===== config.mk =====
export PLATFORM = sky130hd
export DESIGN_NAME = alu_share_sched
export DESIGN_NICKNAME = d
export VERILOG_FILES = /design/src/rtl/alu_share_sched.sv
export SDC_FILE = /design/constraint.sdc
export NUM_CORES = 1
export LEC_CHECK = 0
export BUFFER_PORTS_ARGS = -buffer_cell sky130_fd_sc_hd__clkbuf_2
export CAP_MARGIN = 30
export CORE_ASPECT_RATIO = 2
export CORE_MARGIN = 4
export CORE_UTILIZATION = 45
export CTS_CLUSTER_DIAMETER = 30
export DETAILED_ROUTE_END_ITERATION = 10
export HOLD_SLACK_MARGIN = 0.02
export PLACE_DENSITY = 0.84
export SYNTH_ARGS = -nofsm -noshare
export SYNTH_HDL_FRONTEND = slang
export SYNTH_SLANG_ARGS = --single-unit

===== constraint.sdc =====
create_clock -name clk -period 2.85 [get_ports clk]
set_input_delay 0.285 -clock clk [delete_from_list [all_inputs] [get_ports clk]]
set_output_delay 0.285 -clock clk [all_outputs]
set_load 0.005 [all_outputs]

===== src/rtl/alu_share_sched.sv =====
// alu_share_sched: round-robin scheduler for one shared ALU with idle clock gating.
// Every output is registered; the idle, wake and wait counts share one counter that restarts on each state change.
module alu_share_sched #(
    parameter int NREQ     = 4,
    parameter int IDLE_CYC = 16,
    parameter int WAKE_CYC = 2,
    parameter int BUSY_TO  = 64
) (
    input  logic                 clk,
    input  logic                 rst,
    input  logic [NREQ-1:0]      req,
    input  logic [16*NREQ-1:0]   req_a,
    input  logic [16*NREQ-1:0]   req_b,
    input  logic [4*NREQ-1:0]    req_op,
    output logic [NREQ-1:0]      gnt,
    output logic [NREQ-1:0]      rsp_valid,
    output logic [15:0]          rsp_result,
    output logic                 rsp_err,
    output logic [15:0]          alu_a,
    output logic [15:0]          alu_b,
    output logic [3:0]           alu_opcode,
    output logic                 alu_start,
    input  logic                 alu_busy,
    input  logic [15:0]          alu_result,
    output logic                 diss_clk
);
    localparam int IW   = $clog2(NREQ);
    localparam int CMAX = IDLE_CYC > WAKE_CYC ? (IDLE_CYC > BUSY_TO ? IDLE_CYC : BUSY_TO)
                                              : (WAKE_CYC > BUSY_TO ? WAKE_CYC : BUSY_TO);
    localparam int CW   = $clog2(CMAX + 1);

    typedef enum logic [2:0] {IDLE, SLEEP, WAKE, ISSUE, WAIT, RESP} state_t;

    state_t          state, state_d;
    logic [IW-1:0]   ptr, ptr_d, gidx, gidx_d, pick;
    logic            pick_ok;
    logic [CW-1:0]   cnt, cnt_d;
    logic [NREQ-1:0] gnt_d, rsp_valid_d;
    logic [15:0]     rsp_result_d, alu_a_d, alu_b_d;
    logic [3:0]      alu_opcode_d;
    logic            rsp_err_d, alu_start_d, diss_clk_d;

    function automatic logic [IW-1:0] rr_idx(input logic [IW-1:0] base, input int k);
        int j;
        j = int'(base) + k;
        return IW'(j >= NREQ ? j - NREQ : j);
    endfunction

    // Scan from the farthest slot down so the nearest set bit at/after ptr wins.
    always_comb begin
        pick    = '0;
        pick_ok = 1'b0;
        for (int k = NREQ - 1; k >= 0; k--) begin
            if (req[rr_idx(ptr, k)]) begin
                pick    = rr_idx(ptr, k);
                pick_ok = 1'b1;
            end
        end
    end

    always_comb begin
        state_d      = state;
        ptr_d        = ptr;
        gidx_d       = gidx;
        cnt_d        = cnt + CW'(1);
        gnt_d        = '0;
        rsp_valid_d  = '0;
        rsp_result_d = rsp_result;
        rsp_err_d    = 1'b0;
        alu_a_d      = alu_a;
        alu_b_d      = alu_b;
        alu_opcode_d = alu_opcode;
        alu_start_d  = 1'b0;
        diss_clk_d   = diss_clk;
        case (state)
            IDLE, SLEEP: begin
                if (pick_ok) begin
                    gidx_d       = pick;
                    gnt_d        = NREQ'(1) << pick;
                    alu_a_d      = req_a[16*pick +: 16];
                    alu_b_d      = req_b[16*pick +: 16];
                    alu_opcode_d = req_op[4*pick +: 4];
                    ptr_d        = pick == IW'(NREQ - 1) ? '0 : pick + IW'(1);
                    cnt_d        = '0;
                    diss_clk_d   = 1'b0;
                    state_d      = state == SLEEP ? WAKE : ISSUE;
                end else if (state == SLEEP) begin
                    cnt_d = '0;
                end else if (cnt == CW'(IDLE_CYC - 1)) begin
                    cnt_d      = '0;
                    diss_clk_d = 1'b1;
                    state_d    = SLEEP;
                end
            end
            // The last wake cycle issues the start itself so alu_start lands WAKE_CYC after wake-up.
            WAKE: begin
                if (cnt == CW'(WAKE_CYC - 1)) begin
                    cnt_d       = '0;
                    alu_start_d = 1'b1;
                    state_d     = WAIT;
                end
            end
            ISSUE: begin
                cnt_d       = '0;
                alu_start_d = 1'b1;
                state_d     = WAIT;
            end
            WAIT: begin
                if (cnt != '0 && !alu_busy) begin
                    cnt_d        = '0;
                    rsp_result_d = alu_result;
                    rsp_valid_d  = NREQ'(1) << gidx;
                    state_d      = RESP;
                end else if (cnt == CW'(BUSY_TO - 1)) begin
                    cnt_d        = '0;
                    rsp_result_d = '0;
                    rsp_err_d    = 1'b1;
                    rsp_valid_d  = NREQ'(1) << gidx;
                    state_d      = RESP;
                end
            end
            RESP: begin
                cnt_d   = '0;
                state_d = IDLE;
            end
            default: begin
                cnt_d   = '0;
                state_d = IDLE;
            end
        endcase
    end

    always_ff @(posedge clk or posedge rst) begin
        if (rst) begin
            state      <= IDLE;
            ptr        <= '0;
            gidx       <= '0;
            cnt        <= '0;
            gnt        <= '0;
            rsp_valid  <= '0;
            rsp_result <= '0;
            rsp_err    <= 1'b0;
            alu_a      <= '0;
            alu_b      <= '0;
            alu_opcode <= '0;
            alu_start  <= 1'b0;
            diss_clk   <= 1'b0;
        end else begin
            state      <= state_d;
            ptr        <= ptr_d;
            gidx       <= gidx_d;
            cnt        <= cnt_d;
            gnt        <= gnt_d;
            rsp_valid  <= rsp_valid_d;
            rsp_result <= rsp_result_d;
            rsp_err    <= rsp_err_d;
            alu_a      <= alu_a_d;
            alu_b      <= alu_b_d;
            alu_opcode <= alu_opcode_d;
            alu_start  <= alu_start_d;
            diss_clk   <= diss_clk_d;
        end
    end
endmodule


=== Yosys cells after proc, flatten, opt, wreduce, memory -nomap -nowiden ===
Index checks and enable logic that the tools add are counted.

* Bits in registers: 77
* Bits in latches: 0
* Memory bits (writable): 0
* Bits in read-only memories: 0
* Bits of input ports: 167
* Output and inout port bits: 63
* Word-level logic and storage cells: 110
* Memories kept: 0

* Add/subtract/negate cells: 9
* Multipliers: 0
* Div/mod/pow operators: 0
* Magnitude comparators: 8
* Eq/ne operators: 13
* Shift-type cells: 5
* Muxes and demuxes: 51
* Bitwise gates (word level): 0
* Reductions and logical operators: 11

{| class="wikitable"
|+ Operators with widths
! operator !! number
|-
| $shiftx 64x7->16 || 2
|-
| $mux 7 || 6
|-
| $mux 16 || 2
|-
| $pmux 7 s3 || 1
|-
| $mux 4 || 5
|-
| $mux 2 || 9
|-
| $mux 3 || 6
|-
| $mux 1 || 16
|-
| $shiftx 16x5->4 || 1
|-
| $lt 2x3->1 const B || 4
|-
| $pmux 3 s4 || 1
|-
| $ge 3x3->1 const B || 3
|-
| $ne 3x3->1 const B || 3
|-
| $bmux 1 s2 || 4
|-
| $shl 1x2->4 const A || 2
|-
| $sub 2x1->2 const B || 4
|-
| $add 7x1->7 const B || 1
|-
| $eq 7x1->1 const B || 1
|-
| $eq 7x4->1 const B || 1
|-
| $eq 7x6->1 const B || 1
|-
| $reduce_bool 7->1 || 1
|-
| $add 2x2->3 const B || 2
|-
| $eq 3x2->1 const B || 2
|-
| $ne 2x2->1 const B || 2
|-
| 15 further kinds || 17
|}

=== Longest topological paths before layout ===
Gate-level depths: netlist of run 1.

* Depth in word-level cells: 12
* Gate-level depth with buffers: 10
* Mapped depth without buffers: 7

=== Worst setup path after synthesis of run 1 ===
No wires, ideal clock.

* Path kind: reg2reg
* Start: register cnt[0]
* End: register state[0]
* Library setup time: 0.127 ns
* Arrival: 1.704 ns
* Required time: 2.723 ns
* Slack: 1.018 ns
* Stages on the path, launching flop included: 7
* Path buffers: 0
* Clock period less this slack: 1.832 ns
* Cells stage by stage: dfrtp_1 -> ha_1 -> nand3_2 -> or3_1 -> nor3b_1 -> nor2_1 -> mux2_1

* Cells in the longest elaborated chain, start to end: 4
* Elaborated cells between the ends (all ways): 11
* Those cells by class: 6 x eq/ne; 2 x mux; 3 x reduce/logical

{| class="wikitable"
|+ Ends and longest elaborated chain
! element !! line !! source
|-
| start: declaration || 37 || <nowiki>logic [CW-1:0] cnt, cnt_d;</nowiki>
|-
| start signal: assignment || 152 || <nowiki>cnt <= cnt_d;</nowiki>
|-
| $reduce_bool 7->1 || 109 || <nowiki>if (cnt != '0 && !alu_busy) begin</nowiki>
|-
| $logic_and 1x1->1 || 109 ||
|-
| $ne 3x3->1 (no line) / $mux 3 (equally long branches) || -- ||
|-
| $reduce_and 4->1 (no line) / $pmux 3 s4 (equally long branches) || -- ||
|-
| end signal: assignment || 149 || <nowiki>state <= state_d;</nowiki>
|-
| end: declaration || 34 || <nowiki>state_t state, state_d;</nowiki>
|}

Several ways; a longest one is shown, not always the timed one.
A chain may end at the register's enable or synchronous reset.

=== Worst setup path in the final report of run 1 ===
* Start: register ptr[0]
* End: register alu_opcode[1]

* Cells in the longest elaborated chain, start to end: 10
* Elaborated cells between the ends (all ways): 33
* Those cells by class: 7 x add/sub; 4 x order compare; 1 x shift; 20 x mux; 1 x reduce/logical

{| class="wikitable"
|+ Ends and longest elaborated chain
! element !! line !! source
|-
| start: declaration || 35 || <nowiki>logic [IW-1:0] ptr, ptr_d, gidx, gidx_d, pick;</nowiki>
|-
| start signal: assignment || 150 || <nowiki>ptr <= ptr_d;</nowiki>
|-
| $add 2x2->3 || 45 || <nowiki>j = int'(base) + k;</nowiki>
|-
| $ge 3x3->1 / $sub 2x1->2 (equally long branches) || 46 || <nowiki>return IW'(j >= NREQ ? j - NREQ : j);</nowiki>
|-
| $mux 2 || 46 ||
|-
| $bmux 1 s2 || 54 || <nowiki>if (req[rr_idx(ptr, k)]) begin</nowiki>
|-
| $mux 1 (implied by the code) || 54 ||
|-
| $mux 2 / $mux 1 (equally long branches) (4 in a row) || 54 ||
|-
| $shiftx 16x5->4 / $reduce_and 2->1 (equally long branches) || -- ||
|-
| end signal: assignment || 159 || <nowiki>alu_opcode <= alu_opcode_d;</nowiki>
|-
| end: declaration || 21 || <nowiki>output logic [3:0] alu_opcode,</nowiki>
|}

Several ways; a longest one is shown, not always the timed one. The select of a mux whose other input is x is not followed.

==> results of run 1 <==
==> registers in the layout, summed over array words and instances, names as in the netlist <==
| name | cells |
|---|---|
| state | 3 |
| alu_b | 16 |
| alu_opcode | 4 |
| gnt | 4 |
| gidx | 2 |
| cnt | 7 |
| rsp_err | 1 |
| rsp_result | 16 |
| alu_start | 1 |
| ptr | 2 |
| rsp_valid | 4 |
| diss_clk | 1 |
| alu_a | 16 |
==> per-layer routing <==
layer / up-vias / track usage [%]
met5: - / 0
met4: 0 / 10.4
met3: 32 / 5.07
met2: 185 / 40.7
met1: 1810 / 25.8
li1: 1816 / -
==> report_power, final <==
part           leakage [nW]  internal [W]  switching [W]
clock                 0.145      0.000708       0.000453
combinational          1.99       0.00109        0.00121
sequential            0.982       0.00154       0.000304
==> worst min-delay path by stage <==
stage	start	to	slack (ns)	cells past startpoint
4_1_cts	rst	alu_b[15]	0.07	2
6_report	rst	rsp_result[3]	0.06	2
3_5_place_dp	rst	rsp_result[4]	0.42	2
2_1_floorplan	alu_result[0]	rsp_result[0]	0.42	1
5_1_grt	rst	rsp_result[4]	0.11	2
3_3_place_gp	rst	rsp_result[3]	0.41	2
==> cells in the final DEF, fill, tap and decap left out, types with 4 or more instances in the layout <==
cell / netlist / final
mux2i_1: 72 / 72
o21ai_0: 5 / 5
clkbuf_16: 0 / 9
xor2_1: 4 / 4
nor3_1: 5 / 5
o221ai_1: 37 / 37
a22o_1: 16 / 16
nor2_1: 21 / 21
a21oi_1: 5 / 5
clkbuf_2: 0 / 229
ha_1: 7 / 7
and3_1: 6 / 6
nand2_1: 52 / 52
dfrtp_1: 77 / 77
inv_2: 4 / 5
==> critical path: cells and delay by family, from the launching register on <==
kind	cells	cell delay, ns
mux	1	0.26
flops	1	0.42
buf+inv	1	0.39
compound gates	3	0.79
simple gates	1	0.18
==> kinds of logic (layout without fill, tap and decap cells) <==
group	Yosys count	in the layout	synth area share, %
mux	73	73	17.9
simple gates	101	101	11.5
fa+ha+maj	7	7	2.14
compound gates	75	75	14.8
xor+xnor	4	4	0.857
flops	77	77	47.1
buf+inv	32	259	5.63
==> stage by stage <==
step                      util [%]  total power, W  cell area [sq um]  setup WS [ns]  hold slack (ns)
after floorplan                  -         0.00339               4090          0.598            0.418
after global placement        58.7         0.00405               5250          0.779            0.415
after detailed placement      58.7         0.00418               5250          0.666            0.424
after CTS                     62.2         0.00536               5560          0.660           0.0702
after global routing          62.2         0.00573               5560          0.465            0.110
final                         62.2         0.00531               5560          0.624           0.0558
==> cells in the mapped netlist (4+ instances only) <==
library cell / n
and3_1: 6
dfrtp_1: 77
ha_1: 7
a22o_1: 16
nand2_1: 52
inv_1: 4
nor2_1: 21
inv_2: 4
mux2i_1: 72
buf_2: 8
o21ai_0: 5
clkbuf_1: 9
buf_12: 5
xor2_1: 4
nor3_1: 5
a21oi_1: 5
o221ai_1: 37
==> area by class of cell <==
| class | count | area [sq um] |
|---|---|---|
| clock buffers | 10 | 239 |
| clock inverters | 6 | 71.3 |
| fillers | 761 | 3390 |
| inverters | 8 | 30.0 |
| multi-input cells | 260 | 1940 |
| flip-flops and latches | 77 | 1930 |
| well taps | 102 | 128 |
| repair buffers | 235 | 1230 |
==> metrics, run 1 <==
1st-pass router iterations 4; setup slack, reg-to-reg about 0.62 ns; hpwl dp about 9500 um; setup_tns 0 ns; Final Hold Viols 0; worst path cell trace nand2b_1, a21oi_1, a211o_4, buf_4, mux2i_1, o221ai_1; Final Instance Count excl. Fillers 698; minimum clock period approximately 2.2 ns; CP endpoint kind flop; post-synth top area share 47.1%; Synth Warn # 0; Routed Antenna Nets 0; H-tree depth 3; Die Y 143 um; CTS buffer count 9; worst path required time 3.01 ns; met3 wire len 786 um; Critical Path Fanout Max 28; # DRC 0; Congestion Overflow GR 0; CORE AREA slightly below 9000 sq um; Syn Inst Count 369; worst vdd ir 0.529 mV; post-CTS sizing 0; DR WL met2 6780 um; total track usage 23.2%; total routed wirelength 12100 um; first-pass GRT wire length 19400 um; CP peak stage delay 0.42 ns; slew margin rel. 29.5%; CP arrival 2.39 ns; largest net degree at the start of global routing 47; register bit total from synthesis slightly below 80; EDFF count, synth 0; slew at the pin closest to its max-slew limit 1.05 ns; Mapped Area 4090 sq um; DR top layer met4; Seq/Total Area, Yosys 47.1%; kind of critical path reg -> reg; CTS root buffer clkbuf_16; clock slew at reported path FFs approximately 0.060 ns; Worst R2R End alu_opcode[1]; DRT iter0 DRCs 181; Site Rows 49; clk_lat worst skew 0.33 ns; setup bufs post-CTS 0; initial antenna violation count 0; Async S/R FF share, synth 100%; Post-CTS Hold Buffers 0; clock skew 0.00568 ns; RSZ-0062 raised after global routing false; Setup crit end alu_opcode[1]; input/output buffers 229; Yosys top cell by area dfrtp_1; beginning of the critical path ptr[0]; Max stage delay cell, worst path dfrtp_1; layout cells sized above 1 between 40% and 50%; status finished clean; vias in the first global route 4052; DP Cell Count between 600 and 700; power density over cell area 954 nW/um^2; CTS tree yes; layout net count 765; Yosys cell types 40; Die ar. about 11000 sq um; WL/cell 17.3 um; Placer Congestion 0.905; Reg2Reg Depth 6; Fmax 449 MHz; vias per inst 5.51; fraction of the cycle the final worst path needs 78.1%; Hold WC Path Type in -> async; io pins 230; n_diodes 0; crit path launch type flop; max-cap viol count 0; Syn Nets about 540; Slew Limit Fails 0; main flop type after synthesis dfrtp_1; synthesized area per cell 11.1 sq um; clock sinks slightly below 80; Lkg Pwr 3.12 nW; P&R area growth vs syn 36.1%; dominant cells by area after synthesis dfrtp_1, mux2i_1, o221ai_1; reg2reg start ptr[0]; CTS max path bufs 2; # setup viols final 0; Die W 75.4 um; Initial Utilization ~46%; DR vias 3843; Routed met1 length 4140 um
No activity file was read; power rests on OpenSTA's default activity.
==> run 2, diff against run 1 <==
--- a/config.mk
+++ b/config.mk
@@ -9,11 +9,11 @@
 export CAP_MARGIN = 30
 export CORE_ASPECT_RATIO = 2
 export CORE_MARGIN = 4
-export CORE_UTILIZATION = 45
+export CORE_UTILIZATION = 40
 export CTS_CLUSTER_DIAMETER = 30
 export DETAILED_ROUTE_END_ITERATION = 10
 export HOLD_SLACK_MARGIN = 0.02
-export PLACE_DENSITY = 0.84
+export PLACE_DENSITY = 0.79
 export SYNTH_ARGS = -nofsm -noshare
 export SYNTH_HDL_FRONTEND = slang
 export SYNTH_SLANG_ARGS = --single-unit
==> constraint.sdc (replaced) <==
create_clock -name clk -period 2 [get_ports clk]
set_input_delay 0.2 -clock clk [delete_from_list [all_inputs] [get_ports clk]]
set_output_delay 0.2 -clock clk [all_outputs]
set_load 0.005 [all_outputs]
==> metrics, run 2 (same netlist as run 1, synthesis figures left out) <==
input/output buffers 229 (unchanged); RSZ-0062 raised after global routing true; Hold WC Path Type in -> reg; WL/cell 16.2 um (-6.4%); Critical Path Fanout Max 3 (-89%); Final Hold Viols 0 (unchanged); fin area 5750 sq um (+3.4%); vias per inst 5.25 (-4.7%); setup_tns 0 ns (unchanged); Fmax 512 MHz (+14%); Post-Place Worst Slack -0.0284 ns (-0.695 ns); Final Instance Count excl. Fillers 745 (+6.7%); Slew Limit Fails 0 (unchanged); Placer Congestion 0.811 (-10%); CP arrival 2.16 ns (-0.23 ns); CP bufs+invs 1 (unchanged); hpwl dp 9480 um (-0.21%); CP peak stage delay 0.40 ns (-0.02 ns); worst path required time 2.21 ns (-0.80 ns); # setup viols final 0 (unchanged); status finished clean; Post-Route Utilization 57.1% (-5.1 points); power density over cell area 1350 nW/um^2 (+42%); # DRC 0 (unchanged); slew margin rel. 58.0% (+28 points); Lkg Pwr 3.20 nW (+2.6%); clock slew at reported path FFs 0.07 ns (about the same); CTS max path bufs 2 (unchanged); crit path launch type flop; fraction of the cycle the final worst path needs 97.6% (+20 points); CORE AREA 10100 sq um (+13%); total track usage 19.6% (-3.6 points); vias in the first global route 3949 (-2.5%); worst vdd ir 0.630 mV (+19%); Int Pwr 0.00490 W (+47%); Crit path max-delay family simple AND/OR/NAND/NOR gates; DP Cell Count 723 (+6.0%); 1st-pass router iterations 4 (unchanged); P&R area growth vs syn 40.7%; CP endpoint kind flop; area post-placement 5380 sq um (+2.5%); CTS buffer count 9 (unchanged); DRT iter0 DRCs 199 (+9.9%); CTS root buffer clkbuf_16; switching power 0.00287 W (+46%); worst path cell trace inv_2, ha_1, or3b_4, o211ai_1, o21ai_1, nor2_1, mux2_4; slew at the pin closest to its max-slew limit 0.629 ns (-0.425 ns); Initial Utilization 40.5% (-5.1 points); clk_lat worst skew 0.33 ns (about the same); minimum clock period 1.95 ns (-0.274 ns); largest net degree at the start of global routing 30 (-36%); Congestion Overflow GR 0 (unchanged); Die W 79.5 um (+5.4%); max-cap viol count 0 (unchanged); first-pass GRT wire length 18300 um (-5.7%); kind of critical path reg -> reg; Die Y 151 um (+5.7%); Clock Power Share 21.4% (-0.5 points); io pins 230 (unchanged); Die ar. 12000 sq um (+11%); Seq pwr share 33.5% (-1.2 points); n_diodes 0 (unchanged); layout cells sized above 1 46.2% (+2.3 points); Max stage delay cell, worst path dfrtp_1; DR vias 3908 (+1.7%); post-route setup slack 0.0481 ns (-0.576 ns); Routed Antenna Nets 0 (unchanged); total routed wirelength 12100 um (about the same); biggest regs alu_a x16, alu_b x16, rsp_result x16; sw frac 37.0% (-0.16 points); layout net count 779 (+1.8%); most frequent cells in the layout clkbuf_2, dfrtp_1, mux2i_1; Comb pwr share 45.2% (+1.7 points); Site Rows 52 (+6.1%); filler instances 848 (+11%); clock skew 0.00720 ns (+0.00151 ns); initial antenna violation count 0 (unchanged); H-tree depth 3 (unchanged); clock sinks 77 (unchanged); CTS tree yes; most common cell after layout, fill and taps aside clkbuf_2
-- run 2: layout make-up --
type                       count  area [sq um]  share of cell area (%)
multi-input combinational    260          1950                    34.0
clock buffer                   9           225                    3.91
tap                          135           169                    2.94
sequential                    77          1930                    33.5
clock inverter                 7          82.6                    1.44
timing repair buffer         249          1360                    23.7
inverter                       8          33.8                   0.587
-- run 2: stage by stage --
stage               total power [W]  hold WS [ns]
CTS                         0.00777        0.0644
global placement            0.00592         0.299
detailed placement          0.00608         0.311
global route                0.00832        0.0690
finish                      0.00778        0.0780
floorplan                   0.00483         0.333
-- run 2: worst paths after layout --
kind | to | cells after the start | start | slack, ns
min in group asynchronous | gidx[0] | 3 | rst | 0.49
hold / removal | rsp_result[3] | 2 | alu_result[3] | 0.08
setup reg to reg | state[0] | 7 | cnt[1] | 0.05
max in group asynchronous | alu_a[14] | 4 | rst | 0.97
hold reg to reg | alu_a[7] | 2 | alu_a[7] | 0.49
setup / recovery | state[0] | 7 | cnt[1] | 0.05
-- run 2: repair_timing --
item	4_1_cts	5_1_grt
endpoints found under the setup margin	17	19
buffers inserted	0	5
hold buffers	1	0
pin swaps	0	3
gates resized for setup	3	4
hold endpoints to repair	23	0
-- run 2: metal layers --
metal / vias up / track usage [%] / part of all wire [%]
met2: 175 / 36.6 / 56
li1: 1840 / - / -
met1: 1868 / 20.8 / 36
met5: - / 0 / 0
met4: 0 / 9.29 / 2.1
met3: 25 / 3.33 / 6.1
-- run 2: power groups by stage --
stage | Combinational [W] | Sequential, W | Clock (W)
after floorplan | 0.00225 | 0.00257 | 0
after global placement | 0.00333 | 0.00259 | 0
after detailed placement | 0.00347 | 0.00261 | 0
after CTS | 0.00347 | 0.00260 | 0.00170
after global routing | 0.00388 | 0.00268 | 0.00177
final | 0.00351 | 0.00260 | 0.00166
